**config.mk**
```make
export PLATFORM = sky130hd
export DESIGN_NAME = f5_weight_sched
export DESIGN_NICKNAME = d
export VERILOG_FILES = /design/src/rtl/f5_pkg.sv /design/src/rtl/f5_rd_pipe.sv /design/src/rtl/f5_weight_sched.sv
export SDC_FILE = /design/constraint.sdc
export NUM_CORES = 1
export LEC_CHECK = 0
export CAP_MARGIN = 20
export CORE_UTILIZATION = 24
export DETAILED_ROUTE_END_ITERATION = 16
export MAX_ROUTING_LAYER = met4
export SETUP_SLACK_MARGIN = 0.02
export SYNTH_ARGS = -nofsm -noshare
export SYNTH_HDL_FRONTEND = slang
export SYNTH_SLANG_ARGS = --single-unit
export TNS_END_PERCENT = 100
```
**constraint.sdc**
```tcl
create_clock -name i_sclk -period 4.3 [get_ports i_sclk]
set_input_delay 0.43 -clock i_sclk [delete_from_list [all_inputs] [get_ports i_sclk]]
set_output_delay 0.43 -clock i_sclk [all_outputs]
set_load 0.01 [all_outputs]
```
**src/rtl/f5_pkg.sv**
```systemverilog
// Shared definitions for the F5 weight sequencer: FSM encoding and default sizing.
package f5_pkg;

  // Default layer geometry: 120 neurons of 256 weights, addressed by a 15-bit ROM.
  localparam int F5_NW      = 256;
  localparam int F5_NUM     = 120;
  localparam int F5_AW      = 15;

  // Cycles from ROM read strobe to valid ROM data.
  localparam int F5_ROM_LAT = 1;

  typedef enum logic [2:0] {
    ST_IDLE     = 3'd0,
    ST_FETCH    = 3'd1,
    ST_DRAIN    = 3'd2,
    ST_WAIT_MAC = 3'd3,
    ST_DONE     = 3'd4
  } f5_state_e;

endpackage

```
**src/rtl/f5_rd_pipe.sv**
```systemverilog
// Read-return pipeline: delays the ROM read strobe (and the end-of-row flag)
// so that the weight-buffer write lines up with the registered ROM word.
module f5_rd_pipe
  import f5_pkg::*;
#(
  parameter int WD = 8
) (
  input  logic          i_sclk,
  input  logic          i_rst,
  input  logic          i_rd,
  input  logic          i_last,
  input  logic [WD-1:0] i_rom_data,
  output logic          o_en,
  output logic          o_last,
  output logic [WD-1:0] o_data
);

  // ROM latency stages plus one stage for the captured word.
  localparam int NSTG = F5_ROM_LAT + 1;

  logic [NSTG-1:0] vld_q;
  logic [NSTG-1:0] last_q;
  logic [WD-1:0]   data_q;

  // Shift the read strobe and end-of-row flag; capture ROM data when it is valid.
  always_ff @(posedge i_sclk) begin
    if (i_rst) begin
      // NOTE: sequential state uses non-blocking assignments so every register
      // samples the pre-edge values, independent of statement order.
      vld_q  <= '0;
      last_q <= '0;
      // NOTE: the data word is a single register (not a memory), so it is reset
      // to give a defined all-zero output after reset.
      data_q <= '0;
    end else begin
      vld_q  <= {vld_q[NSTG-2:0], i_rd};
      last_q <= {last_q[NSTG-2:0], i_rd & i_last};
      if (vld_q[F5_ROM_LAT-1]) begin
        data_q <= i_rom_data;
      end
    end
  end

  assign o_en   = vld_q[NSTG-1];
  assign o_last = vld_q[NSTG-1] & last_q[NSTG-1];
  assign o_data = data_q;

endmodule

```
**src/rtl/f5_weight_sched.sv**
```systemverilog
// F5 weight sequencer: fetches one neuron row of NW weights from the weight ROM
// into the F5 weight buffer, waits for the MAC to consume it, and repeats for
// all NUM neurons of a layer pass.
module f5_weight_sched
  import f5_pkg::*;
#(
  parameter int WD  = 8,
  parameter int NW  = F5_NW,
  parameter int NUM = F5_NUM,
  parameter int AW  = F5_AW
) (
  input  logic          i_sclk,
  input  logic          i_rst,
  input  logic          i_start,
  input  logic          i_hold,
  input  logic          i_mac_done,
  output logic          o_rom_rd,
  output logic [AW-1:0] o_rom_addr,
  input  logic [WD-1:0] i_rom_data,
  output logic          o_weight_en,
  output logic [WD-1:0] o_weight_data,
  output logic [7:0]    o_neuron,
  output logic          o_row_ready,
  output logic          o_busy,
  output logic          o_done
);

  // Element counter must be able to hold NW itself after the last read of a row.
  localparam int KW = $clog2(NW + 1);

  f5_state_e       state_q, state_d;
  logic [AW-1:0]   addr_q,  addr_d;
  logic [KW-1:0]   k_q,     k_d;
  logic [7:0]      neuron_q, neuron_d;

  logic            rd;
  logic            last_k;
  logic            row_ready;

  // A read issues on every FETCH cycle that is not held.
  assign rd     = (state_q == ST_FETCH) && !i_hold;
  assign last_k = (k_q == KW'(NW - 1));

  // Next-state and counter update logic.
  always_comb begin
    // NOTE: every signal driven here gets its default first, so no path can
    // leave it unassigned and infer a latch.
    state_d  = state_q;
    addr_d   = addr_q;
    k_d      = k_q;
    neuron_d = neuron_q;

    unique case (state_q)
      ST_IDLE: begin
        if (i_start) begin
          state_d  = ST_FETCH;
          addr_d   = '0;
          k_d      = '0;
          neuron_d = 8'd1;
        end
      end

      ST_FETCH: begin
        if (!i_hold) begin
          addr_d = addr_q + AW'(1);
          k_d    = k_q + KW'(1);
          if (last_k) begin
            state_d = ST_DRAIN;
          end
        end
      end

      // The last write of the row coincides with row_ready; nothing is left in flight after it.
      ST_DRAIN: begin
        if (row_ready) begin
          state_d = ST_WAIT_MAC;
        end
      end

      // The address keeps counting linearly, so row n starts at (n-1)*NW.
      ST_WAIT_MAC: begin
        if (i_mac_done) begin
          if (neuron_q == 8'(NUM)) begin
            state_d = ST_DONE;
          end else begin
            state_d  = ST_FETCH;
            neuron_d = neuron_q + 8'd1;
            k_d      = '0;
          end
        end
      end

      ST_DONE: begin
        state_d  = ST_IDLE;
        neuron_d = 8'd0;
      end

      default: begin
        state_d = ST_IDLE;
      end
    endcase
  end

  // State and counter registers with synchronous reset.
  always_ff @(posedge i_sclk) begin
    if (i_rst) begin
      state_q  <= ST_IDLE;
      addr_q   <= '0;
      k_q      <= '0;
      neuron_q <= '0;
    end else begin
      state_q  <= state_d;
      addr_q   <= addr_d;
      k_q      <= k_d;
      neuron_q <= neuron_d;
    end
  end

  f5_rd_pipe #(
    .WD (WD)
  ) u_rd_pipe (
    .i_sclk     (i_sclk),
    .i_rst      (i_rst),
    .i_rd       (rd),
    .i_last     (last_k),
    .i_rom_data (i_rom_data),
    .o_en       (o_weight_en),
    .o_last     (row_ready),
    .o_data     (o_weight_data)
  );

  assign o_rom_rd    = rd;
  assign o_rom_addr  = addr_q;
  assign o_neuron    = neuron_q;
  assign o_row_ready = row_ready;
  assign o_busy      = (state_q == ST_FETCH) || (state_q == ST_DRAIN) ||
                       (state_q == ST_WAIT_MAC);
  assign o_done      = (state_q == ST_DONE);

endmodule
```
==> out/metrics.yaml, run 1 <==
route:
  drt_wl_total_um: 5529
  vias: 2104
  drt-initial-drc-count: 97
  drc_errors: 0
  drt_pass1_iterations: 4
  routed_via_density: 4.804
  wire_per_inst_um: 12.62
  antenna_left: 0
cts:
  cts_tree: "yes"
  number_of_clock_buffers_inserted_by_tritoncts: 5
  cts_post_setup_buffers_inserted: 0
  post_cts.resized_instances: 0
  cts-hold-fix-buffers: 0
  worstSkewPairLatency_ns: 0.30
  clkTransAtPathRegs_ns: 0.10
  clkSinkCount: 47
  ctsLongestPathBuffers: 2
  clock-root-buffer: "sky130_fd_sc_hd__clkbuf_8"
  ctsHtreeMaxLevel: 2
power_and_ir_drop:
  pwr_density_cell_mw_per_mm2: 267.1
  fin_total_pwr_uw: 808.6
  power.share.combinational: 0.091
  peakVddDrop_uv: 130.7
  total_leakage_power_uw: 0.0009692
  power_switching_share: 0.2512
  p_sw_uw: 203.1
  relative_contribution_of_the_clock_network_to_total_power: 0.355
  seq_power_share: 0.554
  internal-power_uw: 605.4
placed_design:
  dp_hpwl_um: 3933
  portBuffers: 48
  place_area_mm2: 0.002923
  routabilityCongestion: 0.7465
worst_setup_path:
  ff2ff_path_depth: 4
  critical_path.startpoint_type: "flip-flop"
  critical_path_class: "flip-flop to primary output"
  worstReg2RegEnd: "k_q[8]$_SDFFE_PP0P_"
  worstPathRequired_ns: 3.87
  ff2ff_setup_slack_ns: 2.15
  cp.arrival_ns: 2.40
  crit_fanout: 12
  reg2reg_from: "state_q[1]$_SDFFE_PP0P_"
  crit_path_end_kind: "primary output"
sta:
  final_period_util: 0.6591
  tightestPinTransition_ns: 0.7489
  grt_setup_unrepaired: "no"
  count_of_endpoints_failing_hold_in_the_final_timing_report: 0
  timing.final.crit_period_ns: 2.834
  timing.setup.tns_ns: 0
  slew-limit-headroom: 0.4961
  drv_slew: 0
  timing.fmax_ghz: 0.3528
  finClkSkew_ns: 0.01122
  number_of_endpoints_failing_setup_at_the_final_stage: 0
synth:
  synth_sequential_area_ratio: 0.4030
  synth_cells: 265
  syn-num-nets: 283
  synth_area_leaders: "sky130_fd_sc_hd__dfxtp_1 (40%), sky130_fd_sc_hd__a21oi_1 (4.7%), sky130_fd_sc_hd__nor2_1 (4.3%)"
  synth.avg_cell_area_um2: 8.810
  synth.largest_area_cell: "sky130_fd_sc_hd__dfxtp_1"
  ys_async_sr_fraction: 0
  yosys_warnings: 0
  yosysTopAreaCellShare: 0.4030
  ys_dominant_reg_cell: "sky130_fd_sc_hd__dfxtp_1"
  synth.lib_cells_used.distinct: 58
  synth_area_mm2: 0.002335
  number_of_flops_mapped_to_enable_cells_by_yosys: 0
  number_of_synthesized_register_bits: 47
cells_and_area:
  nets: 326
  layout.area.seq_um2: 940.9
  layout_commonest_cell: "sky130_fd_sc_hd__clkdlybuf4s50_1"
  number_of_antenna_cells_inserted: 0
  area_growth_syn_to_layout_pct: 29.64
  design_area_mm2: 0.003027
  multiInputGateArea_mm2: 0.001299
  drive_gt1_frac: 0.07120
  layout.cells.most_common_list: "sky130_fd_sc_hd__clkdlybuf4s50_1 (48), sky130_fd_sc_hd__dfxtp_1 (47), sky130_fd_sc_hd__nor2_1 (27), sky130_fd_sc_hd__a21oi_1 (22), sky130_fd_sc_hd__o21ai_0 (14)"
  final.fill_count: 981
floorplan:
  die_w_um: 100.6
  initial_core_util: 0.2503
  die_h_um: 100.6
  placement_rows: 35
  boundaryPins: 49
  core_region_area_mm2: 0.009328
  die-area_mm2: 0.01013
status:
  run_status: "complete, no violations"
min_path:
  min_path_cells: 1
  timing.hold.worst.start: "u_rd_pipe.last_q[0]$_SDFF_PP0_"
  holdCritPathClass: "flip-flop to flip-flop"
  min_delay_worst_endpoint: "u_rd_pipe.last_q[1]$_SDFF_PP0_"
global_route:
  first_global_vias: 2039
  antenna_found_initial: 0
  overflow: 0
  grt_pass1_wl_um: 9384
  maximum_number_of_pins_on_one_net_before_global_route_repair: 42
  grt.total_usage: 0.1183
run:
  max_cap_violations: 0
[registers in the layout, summed over array words and instances, names as in the netlist]
| signal | count |
|---|---|
| k_q | 9 |
| o_neuron | 8 |
| o_rom_addr | 15 |
| state_q | 3 |
| u_rd_pipe.last_q | 2 |
| u_rd_pipe.o_data | 8 |
| u_rd_pipe.vld_q | 2 |
[power groups by stage]
stage / logic, uW / registers (uW) / clock network (uW)
after floorplan: 44.5 / 456 / 0
after global placement: 72.3 / 458 / 0
after detailed placement: 72.9 / 458 / 0
after CTS: 73.2 / 448 / 302
after global routing: 80.7 / 449 / 315
final: 73.3 / 448 / 287
[worst max-delay path, stage by stage (launching register included)]
cell and delay (ns):
sky130_fd_sc_hd__dfxtp_1 0.56, sky130_fd_sc_hd__or3b_1 0.58, sky130_fd_sc_hd__nor2_1 0.36, sky130_fd_sc_hd__clkdlybuf4s50_1 0.61
[routing by layer]
layer / up-vias / GRT usage / routed length, um
li1: 1057 / - / -
met4: 0 / 0.03902 / 53
met5: - / - / 0
met2: 51 / 0.1849 / 2498
met1: 990 / 0.1469 / 2668
met3: 6 / 0.03329 / 309
[logic make-up (layout without fill, tap and decap cells)]
group | count (synthesis) | after routing | share of synthesized area
multiplexers | 11 | 11 | 0.04770
XOR/XNOR | 3 | 3 | 0.01126
AO/OA/AOI/OAI | 69 | 69 | 0.2069
flip-flops | 47 | 47 | 0.4030
buffers and inverters | 23 | 67 | 0.04073
adder cells (fa/ha/maj) | 5 | 5 | 0.02680
AND/OR/NAND/NOR | 107 | 107 | 0.2637
[final cells by class]
| cell class | instances | share of cell area |
|---|---|---|
| inverters | 9 | 0.01116 |
| clock buffers | 6 | 0.02728 |
| repair buffers | 50 | 0.1629 |
| clock inverters | 2 | 0.005374 |
| well taps | 129 | 0.05333 |
| flip-flops and latches | 47 | 0.3109 |
| multi-input cells | 195 | 0.4291 |
[how the worst max path moves through the flow]
stage / start / end / slack (ns) / cells after the start
after floorplan: i_hold / k_q[8]$_SDFFE_PP0P_ / 2.48 / 5
after global placement: i_mac_done / o_neuron[6]$_SDFFE_PP0P_ / 1.74 / 5
after detailed placement: i_mac_done / o_neuron[6]$_SDFFE_PP0P_ / 1.68 / 5
after CTS: state_q[0]$_SDFFE_PP0P_ / o_rom_rd / 1.44 / 3
after global routing: state_q[0]$_SDFFE_PP0P_ / o_rom_rd / 1.33 / 3
final: state_q[0]$_SDFFE_PP0P_ / o_rom_rd / 1.47 / 3
[cell usage after synthesis, drive strengths merged (3+ instances only)]
cell / n
and2: 3
inv: 9
dfxtp: 47
nand3: 11
ha: 5
mux2i: 10
buf: 7
nor2b: 4
and3: 5
clkbuf: 7
a211oi: 5
a21oi: 23
nand2b: 4
nand3b: 3
o31ai: 5
o21ai: 15
a31oi: 4
nor2: 28
or4: 9
nand4: 4
nor3: 5
nand2: 13
or3: 6
[per-stage QoR]
stage	cells	worst slack [ns]	util	hold WS, ns
after global routing	438	1.331	0.3245	0.4639
final	438	1.466	0.3245	0.4464
after detailed placement	429	1.680	0.3133	0.4268
after global placement	429	1.743	0.3133	0.4238
after CTS	437	1.439	0.3239	0.4506
after floorplan	265	2.475	-	0.4138
No activity file was read; power rests on OpenSTA's default activity.
==> inputs of run 2 (changes only) <==
Clock period 4.3 ns to 2.4 ns, I/O delays scaled along.
==> run 2 against run 1 <==
Setup slack worse by 1.2 ns. Count of clock-buffer cells in the layout is 1 lower. Global-route usage is 0.23 points higher. Via count stayed put.
==> out/metrics.yaml, run 2 (synthesis results as in run 1) <==
status:
  run_status: "complete, no violations"
sta:
  final_critical_path_setup_slack_ns: 0.2250
  whs_ns: 0.4536
  number_of_endpoints_failing_setup_at_the_final_stage: 0
  timing.setup.tns_ns: 0
  count_of_endpoints_failing_hold_in_the_final_timing_report: 0
  slew-limit-headroom: 0.6557
  tightestPinTransition_ns: 0.5117
  finClkSkew_ns: 0.01054
  timing.final.crit_period_ns: 2.175
  drv_slew: 0
  final_period_util: 0.9062
  grt_setup_unrepaired: "no"
  timing.fmax_ghz: 0.4598
floorplan:
  boundaryPins: 49
  die-area_mm2: 0.01013
  initial_core_util: 0.2503
  placement_rows: 35
  die_h_um: 100.6
  die_w_um: 100.6
  core_region_area_mm2: 0.009328
run:
  max_cap_violations: 0
global_route:
  overflow: 0
  grt_pass1_wl_um: 9563
  antenna_found_initial: 0
  maximum_number_of_pins_on_one_net_before_global_route_repair: 41
  grt.total_usage: 0.1207
  first_global_vias: 1995
cells_and_area:
  layout.cells.non_filler: 444
  layout_commonest_cell: "sky130_fd_sc_hd__clkdlybuf4s50_1"
  max_ffs_per_register: 15
  final.fill_count: 977
  number_of_antenna_cells_inserted: 0
  layout.cells.most_common_list: "sky130_fd_sc_hd__clkdlybuf4s50_1 (48), sky130_fd_sc_hd__dfxtp_1 (47), sky130_fd_sc_hd__nor2_1 (27), sky130_fd_sc_hd__a21oi_1 (22), sky130_fd_sc_hd__o21ai_0 (14)"
  drive_gt1_frac: 0.08889
  layout.area.seq_um2: 940.9
  multiInputGateArea_mm2: 0.001299
  design_area_mm2: 0.003059
  nets: 332
  area_growth_syn_to_layout_pct: 31.03
cts:
  cts_tree: "yes"
  cts_post_setup_buffers_inserted: 0
  ctsHtreeMaxLevel: 2
  post_cts.resized_instances: 0
  number_of_clock_buffers_inserted_by_tritoncts: 5
  clkSinkCount: 47
  clock-root-buffer: "sky130_fd_sc_hd__clkbuf_8"
  worstSkewPairLatency_ns: 0.30
  clkTransAtPathRegs_ns: 0.10
  ctsLongestPathBuffers: 2
  cts-hold-fix-buffers: 0
worst_setup_path:
  critical_path.slowest_cell: "sky130_fd_sc_hd__clkdlybuf4s50_1"
  cp_num_buf_inv: 1
  critical_path.startpoint_type: "flip-flop"
  worstPathRequired_ns: 2.16
  cp.arrival_ns: 1.93
  path_delay_family: "simple AND/OR/NAND/NOR gates"
  worstReg2RegEnd: "k_q[8]$_SDFFE_PP0P_"
  reg2reg_from: "state_q[1]$_SDFFE_PP0P_"
  ff2ff_setup_slack_ns: 0.44
  crit_fanout: 10
  crit_path_end_kind: "primary output"
  cp_cell_sequence: "or3b_1 > nor2_1 > clkdlybuf4s50_1"
  max_stage_delay_ns: 0.56
  critical_path_class: "flip-flop to primary output"
  ff2ff_path_depth: 4
placed_design:
  place_area_mm2: 0.002975
  place.detailed.instances: 436
  portBuffers: 48
  preCtsSetupSlack_ns: 0.3222
  dp_hpwl_um: 4104
  routabilityCongestion: 0.7814
min_path:
  holdCritPathClass: "flip-flop to flip-flop"
  min_path_cells: 1
  min_delay_worst_endpoint: "u_rd_pipe.last_q[1]$_SDFF_PP0_"
  timing.hold.worst.start: "u_rd_pipe.last_q[0]$_SDFF_PP0_"
power_and_ir_drop:
  total_leakage_power_uw: 0.001000
  peakVddDrop_uv: 281.0
  pwr_density_cell_mw_per_mm2: 466.1
route:
  wire_per_inst_um: 12.94
  drc_errors: 0
  vias: 2104
  drt_wl_total_um: 5747
  drt-initial-drc-count: 34
  routed_via_density: 4.739
  drt_pass1_iterations: 4
  antenna_left: 0
==> run 2: cell types whose count changed in the layout (fill, tap and decap cells not counted) <==
| cell | previous run | this run |
|---|---|---|
| sky130_fd_sc_hd__buf_2 | 1 | 0 |
| sky130_fd_sc_hd__buf_4 | 1 | 8 |
| sky130_fd_sc_hd__clkbuf_8 | 6 | 5 |
| sky130_fd_sc_hd__clkinv_2 | 0 | 3 |
| sky130_fd_sc_hd__clkinv_4 | 1 | 0 |
| sky130_fd_sc_hd__clkinvlp_4 | 1 | 0 |
==> run 2: how the worst max path moves through the flow <==
stage	start	endpoint	cells after the start
after floorplan	o_neuron[3]$_SDFFE_PP0P_	k_q[8]$_SDFFE_PP0P_	5
after global placement	i_hold	k_q[8]$_SDFFE_PP0P_	5
after detailed placement	i_hold	k_q[8]$_SDFFE_PP0P_	5
after CTS	state_q[1]$_SDFFE_PP0P_	o_rom_rd	3
after global routing	state_q[1]$_SDFFE_PP0P_	o_rom_rd	3
final	state_q[1]$_SDFFE_PP0P_	o_rom_rd	3
==> run 2: routing by layer <==
layer | GRT usage | vias up | wire (um)
met5 | - | - | 0
li1 | - | 1070 | -
met3 | 0.03121 | 4 | 317
met1 | 0.1480 | 985 | 2769
met2 | 0.1976 | 45 | 2612
met4 | 0.03010 | 0 | 48
==> run 2: metrics by stage <==
stage	util	power (uW)
6_report	0.3280	1426
4_1_cts	0.3280	1444
5_1_grt	0.3280	1481
2_1_floorplan	-	896.9
3_3_place_gp	0.3190	961.9
3_5_place_dp	0.3190	964.0
==> run 2: final cells by class <==
class,instances,area share
inverters,9,0.01104
clock buffers,5,0.02249
clock inverters,3,0.004908
repair buffers,56,0.1767
flip-flops and latches,47,0.3076
multi-input cells,195,0.4245
well taps,129,0.05276
==> run 2: worst register-to-register path, cell delays in order (launching register included) <==
cell	delay, ns
sky130_fd_sc_hd__dfxtp_1	0.62
sky130_fd_sc_hd__nand3b_2	0.27
sky130_fd_sc_hd__nor4_1	0.45
sky130_fd_sc_hd__a21oi_2	0.20
sky130_fd_sc_hd__mux2_2	0.31
==> run 2: power by group <==
group | switching, uW | internal [uW]
logic | 75.8 | 67.9
clock network | 281 | 200
registers | 12.0 | 789
==> inputs of run 3 (changes only) <==
Settings changed: SYNTH_HIERARCHICAL set to 1.
==> run 3 against run 2 <==
Combinational power down 15%. Cell count up 1.1%. Sequential share of layout area up 0.49 points. Register-to-register slack worse by 0.12 ns. Clock power up 2%. Highest routed layer unchanged.
==> out/metrics.yaml, run 3 <==
status:
  run_status: "complete, no violations"
cts:
  clkSinkCount: 47
  ctsHtreeMaxLevel: 2
  clock-root-buffer: "sky130_fd_sc_hd__clkbuf_8"
  cts_tree: "yes"
  ctsLongestPathBuffers: 2
  post_cts.resized_instances: 0
  number_of_clock_buffers_inserted_by_tritoncts: 5
  cts_post_setup_buffers_inserted: 0
  worstSkewPairLatency_ns: 0.30
  cts-hold-fix-buffers: 0
  clkTransAtPathRegs_ns: 0.09
synth:
  yosysTopAreaCellShare: 0.4085
  yosys_warnings: 6
  synth_area_mm2: 0.002303
  ys_top_cells_by_count: "sky130_fd_sc_hd__dfxtp_1 (47), sky130_fd_sc_hd__nor2_1 (30), sky130_fd_sc_hd__a21oi_1 (23)"
  synth_sequential_area_ratio: 0.4085
  syn-num-nets: 290
  synth.largest_area_cell: "sky130_fd_sc_hd__dfxtp_1"
  synth_cells: 272
  number_of_flops_mapped_to_enable_cells_by_yosys: 0
  synth.lib_cells_used.distinct: 48
  synth.avg_cell_area_um2: 8.469
  synth_area_leaders: "sky130_fd_sc_hd__dfxtp_1 (41%), sky130_fd_sc_hd__a21oi_1 (5.0%), sky130_fd_sc_hd__nor2_1 (4.9%)"
  number_of_synthesized_register_bits: 47
  ys_async_sr_fraction: 0
  synthMostInstantiatedCell: "sky130_fd_sc_hd__dfxtp_1"
  ys_dominant_reg_cell: "sky130_fd_sc_hd__dfxtp_1"
worst_setup_path:
  critical_path.startpoint_type: "flip-flop"
  cp_cell_sequence: "or4b_1 > inv_1 > clkdlybuf4s50_1"
  crit_fanout: 16
  ff2ff_path_depth: 9
  reg2reg_from: "k_q[0]$_SDFFE_PP0P_"
  crit_path_end_kind: "primary output"
  max_stage_delay_ns: 0.60
  timing.critical_path.from: "state_q[2]$_SDFFE_PP0P_"
  critical_path.slowest_cell: "sky130_fd_sc_hd__or4b_1"
  critical_path_class: "flip-flop to primary output"
  cp.arrival_ns: 2.01
  worstPathRequired_ns: 2.16
global_route:
  grt_pass1_wl_um: 9342
  overflow: 0
  first_global_vias: 2044
  maximum_number_of_pins_on_one_net_before_global_route_repair: 37
  grt.total_usage: 0.1178
  antenna_found_initial: 0
run:
  max_cap_violations: 0
min_path:
  holdCritPathClass: "flip-flop to flip-flop"
  timing.hold.worst.start: "u_rd_pipe/last_q[0]$_SDFF_PP0_"
  min_path_cells: 1
sta:
  count_of_endpoints_failing_hold_in_the_final_timing_report: 0
  slew-limit-headroom: 0.6656
  grt_setup_unrepaired: "no"
  tightestPinTransition_ns: 0.5009
  finClkSkew_ns: 0.004454
  timing.fmax_ghz: 0.4445
  drv_slew: 0
  number_of_endpoints_failing_setup_at_the_final_stage: 0
  timing.final.crit_period_ns: 2.250
  final_period_util: 0.9375
  timing.setup.tns_ns: 0
route:
  met1_length_um: 2754
  routed_via_density: 4.817
  wire_per_inst_um: 12.55
  antenna_left: 0
  vias: 2163
  routed.top_layer: "met4"
  drt_pass1_iterations: 4
  met2WireLength_um: 2584
  drc_errors: 0
  detailroute.wirelength.met3_um: 258
  drt-initial-drc-count: 86
  drt_wl_total_um: 5634
placed_design:
  portBuffers: 48
  dp_hpwl_um: 4028
  routabilityCongestion: 0.7930
  place_area_mm2: 0.002923
cells_and_area:
  layout.area.seq_um2: 940.9
  nets: 337
  multiInputGateArea_mm2: 0.001265
  layout_commonest_cell: "sky130_fd_sc_hd__clkdlybuf4s50_1"
  layout.cells.most_common_list: "sky130_fd_sc_hd__clkdlybuf4s50_1 (48), sky130_fd_sc_hd__dfxtp_1 (47), sky130_fd_sc_hd__nor2_1 (30), sky130_fd_sc_hd__a21oi_1 (23), sky130_fd_sc_hd__o21ai_0 (17)"
  drive_gt1_frac: 0.05938
  area_growth_syn_to_layout_pct: 30.74
  final.fill_count: 992
  number_of_antenna_cells_inserted: 0
  max_ffs_per_register: 15
  design_area_mm2: 0.003012
floorplan:
  boundaryPins: 49
  core_region_area_mm2: 0.009284
  placement_rows: 35
  die_h_um: 99.97
  initial_core_util: 0.2481
  die_w_um: 99.97
  die-area_mm2: 0.009994
power_and_ir_drop:
  total_leakage_power_uw: 0.001001
  peakVddDrop_uv: 196.4
  pwr_density_cell_mw_per_mm2: 469.6
==> run 3: cell count changes in the layout (fill, tap and decap cells not counted), sizes merged, moves of 3 or more <==
cell	previous run	this run
nand3	11	8
nand2	13	8
nor3b	1	4
o31ai	5	9
o211ai	1	4
and3	5	9
nand4	4	7
a31oi	4	7
nor3	5	8
inv	9	6
and2	3	7
o21ai	15	18
==> run 3: worst paths after layout <==
| check | end | slack (ns) |
|---|---|---|
| max | o_rom_rd | 0.15 |
| min | u_rd_pipe/last_q[1]$_SDFF_PP0_ | 0.45 |
| max reg2reg | state_q[2]$_SDFFE_PP0P_ | 0.32 |
| min reg2reg | u_rd_pipe/last_q[1]$_SDFF_PP0_ | 0.45 |
==> run 3: kinds of logic (layout without fill, tap and decap cells) <==
kind of cell / after synthesis / count (layout) / share of synthesized area
simple gates: 114 / 114 / 0.2792
compound gates: 74 / 74 / 0.1966
flops: 47 / 47 / 0.4085
buf+inv: 21 / 69 / 0.04237
mux: 8 / 8 / 0.03477
fa+ha+maj: 5 / 5 / 0.02716
xor+xnor: 3 / 3 / 0.01141
==> run 3: layout make-up <==
type                            instances  area share
Multi-Input combinational cell        204      0.4200
Clock buffer                            5     0.02285
Timing Repair Buffer                   55      0.1770
Tap cell                              129     0.05359
Inverter                                6    0.007478
Sequential cell                        47      0.3124
Clock inverter                          3    0.006647
==> run 3: power breakdown <==
part           internal, uW  leakage (uW)  switching, uW  total (uW)
logic                  61.8      0.000581           60.2         122
registers               789      0.000380           12.2         801
clock network           203     0.0000402            288         491
==> run 3: per-layer routing <==
| layer | vias to the layer above | GRT usage |
|---|---|---|
| li1 | 1105 | - |
| met1 | 995 | 0.1520 |
| met2 | 58 | 0.1899 |
| met3 | 5 | 0.02368 |
| met4 | 0 | 0.02787 |
| met5 | - | - |
==> run 3: per-stage QoR <==
stage	util	setup WS, ns	instances	total power [uW]	hold slack (ns)
after floorplan	-	0.5164	272	884.9	0.3191
after global placement	0.3148	0.2668	441	941.4	0.4178
after detailed placement	0.3148	0.2154	441	942.0	0.4310
after CTS	0.3244	0.1231	449	1436	0.4548
after global routing	0.3244	0.04533	449	1477	0.4650
final	0.3244	0.1501	449	1414	0.4453
==> run 3: critical path, delay by kind of cell, from the launching register on <==
family | cells | cell delay, ns
buffers and inverters | 2 | 0.64
and+or+nand+nor | 1 | 0.60
DFF | 1 | 0.47
